==> src/rtl/pc_fetch_gen.sv <==
// Program counter and instruction-fetch request stage. Holds at most one icache request
// outstanding and discards responses that belong to the wrong path after a redirect.
module pc_fetch_gen #(
    parameter int                ADDR_W   = 64,
    parameter int                INST_W   = 32,
    parameter logic [ADDR_W-1:0] RESET_PC = 64'h8000_0000,
    parameter int                PC_STEP  = 4
) (
    input  logic              clk,
    input  logic              rst,
    input  logic [1:0]        ctrl_signal_pc_i,
    input  logic [ADDR_W-1:0] ctrl_pc_new_i,
    output logic              icache_req_valid_o,
    output logic [ADDR_W-1:0] icache_req_addr_o,
    input  logic              icache_req_ready_i,
    input  logic              icache_data_valid_i,
    input  logic [INST_W-1:0] icache_data_i,
    output logic              if_valid_o,
    output logic [ADDR_W-1:0] if_pc_o,
    output logic [INST_W-1:0] if_inst_o,
    output logic              pc_misalign_o,
    output logic [1:0]        dbg_state
);

    // Handshake: a request transfers on a cycle where icache_req_valid_o && icache_req_ready_i;
    // valid and address then hold until that cycle. Each accepted request yields exactly one
    // icache_data_valid_i pulse; if_valid_o is a single-cycle strobe with no back-pressure.

    typedef enum logic [1:0] {
        IDLE = 2'd0,
        REQ  = 2'd1,
        WAIT = 2'd2,
        KILL = 2'd3
    } state_t;

    localparam logic [1:0] CODE_BRANCH = 2'b01;
    localparam logic [1:0] CODE_STALL  = 2'b11;

    state_t            state, state_nxt;
    logic [ADDR_W-1:0] pc, pc_nxt;
    logic [ADDR_W-1:0] redir_tgt, redir_tgt_nxt;
    logic              redir_pend, redir_pend_nxt;

    logic              is_branch;
    logic              is_stall;
    logic [ADDR_W-1:0] target;
    logic              deliver;

    assign is_branch = (ctrl_signal_pc_i == CODE_BRANCH);
    assign is_stall  = (ctrl_signal_pc_i == CODE_STALL);
    assign target    = {ctrl_pc_new_i[ADDR_W-1:2], 2'b00};

    always_ff @(posedge clk or posedge rst) begin
        if (rst) begin
            state      <= IDLE;
            pc         <= RESET_PC;
            redir_tgt  <= '0;
            redir_pend <= 1'b0;
        end else begin
            state      <= state_nxt;
            pc         <= pc_nxt;
            redir_tgt  <= redir_tgt_nxt;
            redir_pend <= redir_pend_nxt;
        end
    end

    always_comb begin
        state_nxt      = state;
        pc_nxt         = pc;
        redir_tgt_nxt  = redir_tgt;
        redir_pend_nxt = redir_pend;
        case (state)
            IDLE: begin
                if (is_branch) pc_nxt = target;
                if (!is_stall) state_nxt = REQ;
            end
            REQ: begin
                if (icache_req_ready_i) begin
                    state_nxt      = (is_branch || redir_pend) ? KILL : WAIT;
                    redir_pend_nxt = 1'b0;
                    if (is_branch)       pc_nxt = target;
                    else if (redir_pend) pc_nxt = redir_tgt;
                end else if (is_branch) begin
                    // The offered address must stay put, so park the target until acceptance.
                    redir_pend_nxt = 1'b1;
                    redir_tgt_nxt  = target;
                end
            end
            WAIT: begin
                if (icache_data_valid_i) begin
                    if (is_branch) begin
                        pc_nxt    = target;
                        state_nxt = REQ;
                    end else begin
                        pc_nxt    = pc + ADDR_W'(PC_STEP);
                        state_nxt = is_stall ? IDLE : REQ;
                    end
                end else if (is_branch) begin
                    pc_nxt    = target;
                    state_nxt = KILL;
                end
            end
            KILL: begin
                if (is_branch) pc_nxt = target;
                if (icache_data_valid_i) state_nxt = is_stall ? IDLE : REQ;
            end
            default: state_nxt = IDLE;
        endcase
    end

    always_comb begin
        deliver            = (state == WAIT) && icache_data_valid_i && !is_branch;
        icache_req_valid_o = (state == REQ);
        icache_req_addr_o  = pc;
        if_valid_o         = deliver;
        if_pc_o            = deliver ? pc : '0;
        if_inst_o          = deliver ? icache_data_i : '0;
        pc_misalign_o      = is_branch && (ctrl_pc_new_i[1:0] != 2'b00) && !rst;
        dbg_state          = state;
    end

endmodule
==> config.mk <==
export PLATFORM = sky130hd
export DESIGN_NAME = pc_fetch_gen
export DESIGN_NICKNAME = d
export VERILOG_FILES = /design/src/rtl/pc_fetch_gen.sv
export SDC_FILE = /design/constraint.sdc
export NUM_CORES = 1
export LEC_CHECK = 0
export CAP_MARGIN = 30
export CORE_MARGIN = 5
export CORE_UTILIZATION = 30
export CTS_CLUSTER_DIAMETER = 120
export DETAILED_ROUTE_END_ITERATION = 10
export PLACE_DENSITY = 0.59
export SYNTH_ARGS = -nofsm -noshare
export SYNTH_HDL_FRONTEND = slang
export SYNTH_SLANG_ARGS = --single-unit
==> constraint.sdc <==
create_clock -name clk -period 3.7 [get_ports clk]
set_input_delay 0.555 -clock clk [delete_from_list [all_inputs] [get_ports clk]]
set_output_delay 0.555 -clock clk [all_outputs]
set_load 0.01 [all_outputs]
Yosys cells after proc, flatten, opt, wreduce, memory -nomap -nowiden
Index checks and enable logic that the tools add are counted.
Word-level totals
  word-level logic and storage cells: 51
  input port bits: 102
  output and inout bits: 165
  register bits: 129
Operators by class
  equal/unequal tests: 10
  multiplexer cells: 20
  bitwise logic cells: 1
  $add $sub $neg: 1
  reductions and logical operators: 15
Operator list (number)
  two-way mux 64 bit: 7
  one-hot mux 64 bit (3 select lines): 1
  adder 64 x 3 -> 64 bit (second input constant): 1
  two-way mux 32 bit: 1
  two-way mux 2 bit: 5
  one-hot mux 2 bit (4 select lines): 1
  == test 2 bit (second input constant): 3
  two-way mux 1 bit: 5
  == test 2 x 1 -> 1 bit (second input constant): 2
  logical AND 1 bit: 4
  inequality test 2 bit (second input constant): 2
  AND reduction 2 bit: 2
  AND reduction 4 bit: 1
  nonzero test 2 bit: 2
  inequality test 3 x 1 -> 1 bit (second input constant): 1
  inequality test 3 bit (second input constant): 1
  AND reduction 3 bit: 1
  zero test 1 bit: 2
  zero test 2 bit: 1
  inequality test 2 x 1 -> 1 bit (second input constant): 1
  OR reduction 2 bit: 1
  logical OR 1 bit: 1
  NOT 1 bit: 1

Longest topological paths before layout
  depth after elaboration: 5
  mapped depth: 11

Worst setup path after synthesis
OpenSTA, ideal clock, no wires.
  kind: register to register
  from: register pc[31], in the netlist icache_req_addr_o[31]
  to: register pc[54], in the netlist icache_req_addr_o[54]
  slack: 1.270 ns
  stages on the path, launching flop included: 8
  arrival time: 2.288 ns
  setup time: 0.142 ns
  cells stage by stage: dfstp_2 > buf_2 > nand3_1 > nor3_1 > nand4_4 > or4_1 > a21oi_1 > o221ai_1
On the way
  cells in the longest elaborated chain, start to end: 4
Ends and longest elaborated chain
  from (decl): RTL line 40  | logic [ADDR_W-1:0] pc, pc_nxt;
  from (signal assigned): RTL line 61  | pc <= pc_nxt;
  adder 64 x 3 -> 64 bit: RTL line 95  | pc_nxt = pc + ADDR_W'(PC_STEP);
  two-way mux 64 bit: RTL line 91  | if (is_branch) begin
  two-way mux 64 bit: RTL line 90  | if (icache_data_valid_i) begin
  one-hot mux 64 bit (3 select lines): RTL line 72  | case (state)
Every way passes these cells.
A chain may end at the register's enable or synchronous reset.

Final worst setup path
  from: input port ctrl_signal_pc_i[1]
  to: output port if_pc_o[26]
On the way
  cells in the longest elaborated chain, start to end: 4
Ends and longest elaborated chain
  from (decl): RTL line 11  | input logic [1:0] ctrl_signal_pc_i,
  == test 2 x 1 -> 1 bit: RTL line 49  | assign is_branch = (ctrl_signal_pc_i == CODE_BRANCH);
  zero test 1 bit: RTL line 112  | deliver = (state == WAIT) && icache_data_valid_i && !is_branch;
  logical AND 1 bit: RTL line 112
  two-way mux 64 bit: RTL line 116  | if_pc_o = deliver ? pc : '0;
  to (decl): RTL line 19  | output logic [ADDR_W-1:0] if_pc_o,
Every way passes these cells.

==> out/results.txt <==
Post-synthesis adder-cell area fraction - 0.8247%
Setup Viol. Count Final - 0
Initial drt markers - 833
Fmax - 299.4 MHz
Root Buffer - clkbuf_16
Final Cycle Share - 90.28%
Setup TNS - 0 ns
Slew Limit Headroom - 37.80%
Min Tclk post-route - 3.340 ns
Number of clock sinks - 129
Crit-path cells - clkdlybuf4s50_1, nand2b_4, buf_12, and3_1, clkdlybuf4s50_1
I/O Buffers - 266
GRT overflow - 0
Post-DR wirelength/cell - 21.48 um
Vert. Die Dim - 184.2 um
DIE AREA - 33930 sq um
Synthesis Warnings - 0
Non-filler cells in the finished layout - 1756
Hold-fix buffers, CTS - 0
All-Layer GR Usage - 21.56%
Xor and xnor area share after synthesis - 0.3849%
Vias in the first global route - 9613
GP Congestion - 0.8702
Largest area contributor in the netlist - dfrtp_1
Worst path depth - 5
Largest net degree at the start of global routing - 175
R2r worst-path depth - 7
Largest family of logic cells by synthesized area - simple AND/OR/NAND/NOR gates
Data required time of the critical path - 3.14 ns
P&R area growth vs syn - 42.60%
Drt total wl - 37730 um
CP max-delay cell - clkdlybuf4s50_1
Post-route ant nets - 0
CTS Buffer Depth - 2
Post-CTS Setup Bufs - 0
Synth cell types - 72
Worst Skew - 0.009809 ns
Least-Margin Pin Slew - 0.9329 ns
Row count - 63
Core area - 29800 sq um
Maximum capacitance violations - 0
PD cells - 762.9 nW/um^2
CP dominant cell by count - clkdlybuf4s50_1
Initial antenna violation count - 1
CP Buf/Inv Count - 3
Number of synthesized register bits - 129
Mux cell area share after synthesis - 7.629%
# nets final - 1461
Via density per instance - 5.646
Post-Syn Instances - 1125
Chip width - 184.2 um
Startpoint types - input pin
Max H-tree Level - 4
Max FO, Critical Path - 174
CTS tree - yes
Hold Path Class - input pin to asynchronous set/reset pin
RSZ-0062 raised after global routing - false
CP top delay family - buffers and inverters
Leakage power - 5.235 nW
Crit. End Element - output port
Setup slack, reg-to-reg - 0.73 ns
Synth Area in Compound Gates - 22.09%
Worst-Skew Late Latency - 0.43 ns
Top-area cell type share of the netlist area - 35.19%
Critical path class - input pin to output port
Placed insts - 1724
# diodes - 0
Initial Util - 30.55%
Worst path max stage delay - 0.59 ns
Final hold vios - 0
Post-Syn Area - 9102 sq um
IO Count - 267
Primary FF master, synth - dfrtp_1
Seq/Total Area, Yosys - 35.48%
VDD IR-drop max - 623.0 uV
Layout cells sized above 1 - 12.37%
Synth area leaders - dfrtp_1 (35%), mux2_2 (7.3%), and3_1 (7.1%)
Reg2reg end - icache_req_addr_o[54]$_DFFE_PP0P_
Max-slew violations - 0
Critical path endpoint - if_pc_o[26]
Syn Nets - 1233
Post-route DRC - 0
Cts bufs inserted - 17
Post-cts repair resize count - 0
Post-synth EDFFs - 0
Status - finished, final reports clean
CP arrival - 2.79 ns
Critical path launch point - ctrl_signal_pc_i[1]
Avg Synthesized Cell Area - 8.091 sq um
DRT Pass-1 Iters - 6
Clk slew on worst S/H paths - 0.06 ns
First-pass GRT wire length - 57960 um
DP HPWL - 26710 um
Simple-Gate Fraction of Synth Area - 28.59%
Worst R2R Start - icache_req_addr_o[3]$_DFFE_PP0P_
Async SR Flop Fraction - 100.0%
Vias - 9915
[report_power, final]
group | internal, mW | total, mW | switching (mW)
sequential | 2.06 | 2.93 | 0.863
clock | 1.30 | 2.00 | 0.694
combinational | 2.30 | 4.98 | 2.68
[logic make-up (layout without fill, tap and decap cells)]
family | Yosys count | after routing
DFF | 129 | 129
buffers and inverters | 119 | 360
muxes | 62 | 62
xor gates and xnor gates | 4 | 4
adders and majority gates | 6 | 6
AOI/OAI and AO/OA | 305 | 305
and+or+nand+nor | 500 | 500
[state kept, by name, summed over array words and instances, names as in the netlist]
signal	flops
dbg_state	2
icache_req_addr_o	64
redir_pend	1
redir_tgt	62
[area by class of cell]
class                      instances  area (sq um)
clock inverter                    13         231.5
sequential                       129          3229
inverter                          16         63.81
clock buffer                      19         452.9
timing repair buffer             312          3058
fill                            2987         16820
multi-input combinational        877          5456
tap                              390         488.0
[metal layers]
metal | global-route usage, % | part of all wire (%) | wire [um]
met3 | 4.658 | 7.4 | 2809
met2 | 33.00 | 45 | 17090
met5 | 0 | 0.034 | 13
met1 | 31.04 | 46 | 17170
met4 | 5.324 | 1.7 | 636
[worst min path at each step]
stage / cells after the start / to / slack (ns) / from
after floorplan: 2 / icache_req_addr_o[26]$_DFFE_PP0P_ / 0.47 / redir_tgt[26]$_DFFE_PP0P_
after global placement: 1 / redir_tgt[9]$_DFFE_PP0P_ / 0.48 / redir_tgt[9]$_DFFE_PP0P_
after detailed placement: 1 / redir_tgt[6]$_DFFE_PP0P_ / 0.49 / redir_tgt[6]$_DFFE_PP0P_
after CTS: 2 / redir_tgt[44]$_DFFE_PP0P_ / 0.36 / rst
after global routing: 2 / redir_tgt[44]$_DFFE_PP0P_ / 0.37 / rst
final: 2 / redir_tgt[44]$_DFFE_PP0P_ / 0.36 / rst
[cell usage in the layout, fill, tap and decap left out, types with 8 or more instances in the layout]
| cell type | netlist | final |
|---|---|---|
| nor3_1 | 28 | 28 |
| a211oi_1 | 9 | 9 |
| buf_4 | 1 | 42 |
| and2_1 | 10 | 9 |
| clkdlybuf4s50_1 | 0 | 266 |
| mux2_2 | 59 | 59 |
| o31ai_1 | 13 | 13 |
| o221ai_1 | 15 | 15 |
| inv_1 | 16 | 15 |
| and3_1 | 103 | 102 |
| nor4_1 | 13 | 13 |
| nand3_1 | 53 | 53 |
| clkbuf_16 | 0 | 17 |
| a31oi_1 | 18 | 18 |
| nor2_1 | 79 | 78 |
| dfrtp_1 | 128 | 128 |
| nand2_1 | 143 | 143 |
| o21ai_0 | 70 | 70 |
| a311oi_1 | 8 | 8 |
| nand4_1 | 19 | 19 |
| o211ai_1 | 30 | 30 |
| a21oi_1 | 72 | 72 |
[stage by stage]
stage | area (sq um) | power (mW) | hold WS (ns) | setup WS [ns] | util, %
after CTS | 12980 | 9.904 | 0.3554 | 0.3529 | 43.56
after floorplan | 9106 | 5.513 | 0.4691 | 1.270 | -
final | 12980 | 9.902 | 0.3634 | 0.3596 | 43.56
after global routing | 12980 | 10.52 | 0.3693 | 0.2331 | 43.56
after global placement | 12300 | 7.793 | 0.4797 | 0.4587 | 41.27
after detailed placement | 12300 | 7.881 | 0.4901 | 0.4045 | 41.27
[cell usage after synthesis, drive strengths merged, types with 5 or more instances]
master,number
o31ai,13
a22oi,5
a31oi,18
clkbuf,90
o31a,7
a311oi,8
nor2b,5
mux2,59
and3,106
a21oi,72
nand2b,7
o22ai,5
nor3,28
nand4,21
and2,11
dfrtp,128
or3,6
nor2,79
and4,7
nor4,16
o221ai,15
nand3,56
o21ai,73
o21a,5
ha,6
nand2,143
o211ai,30
a211oi,9
buf,13
inv,16
Note: power is estimated with default switching activity, not from simulation.
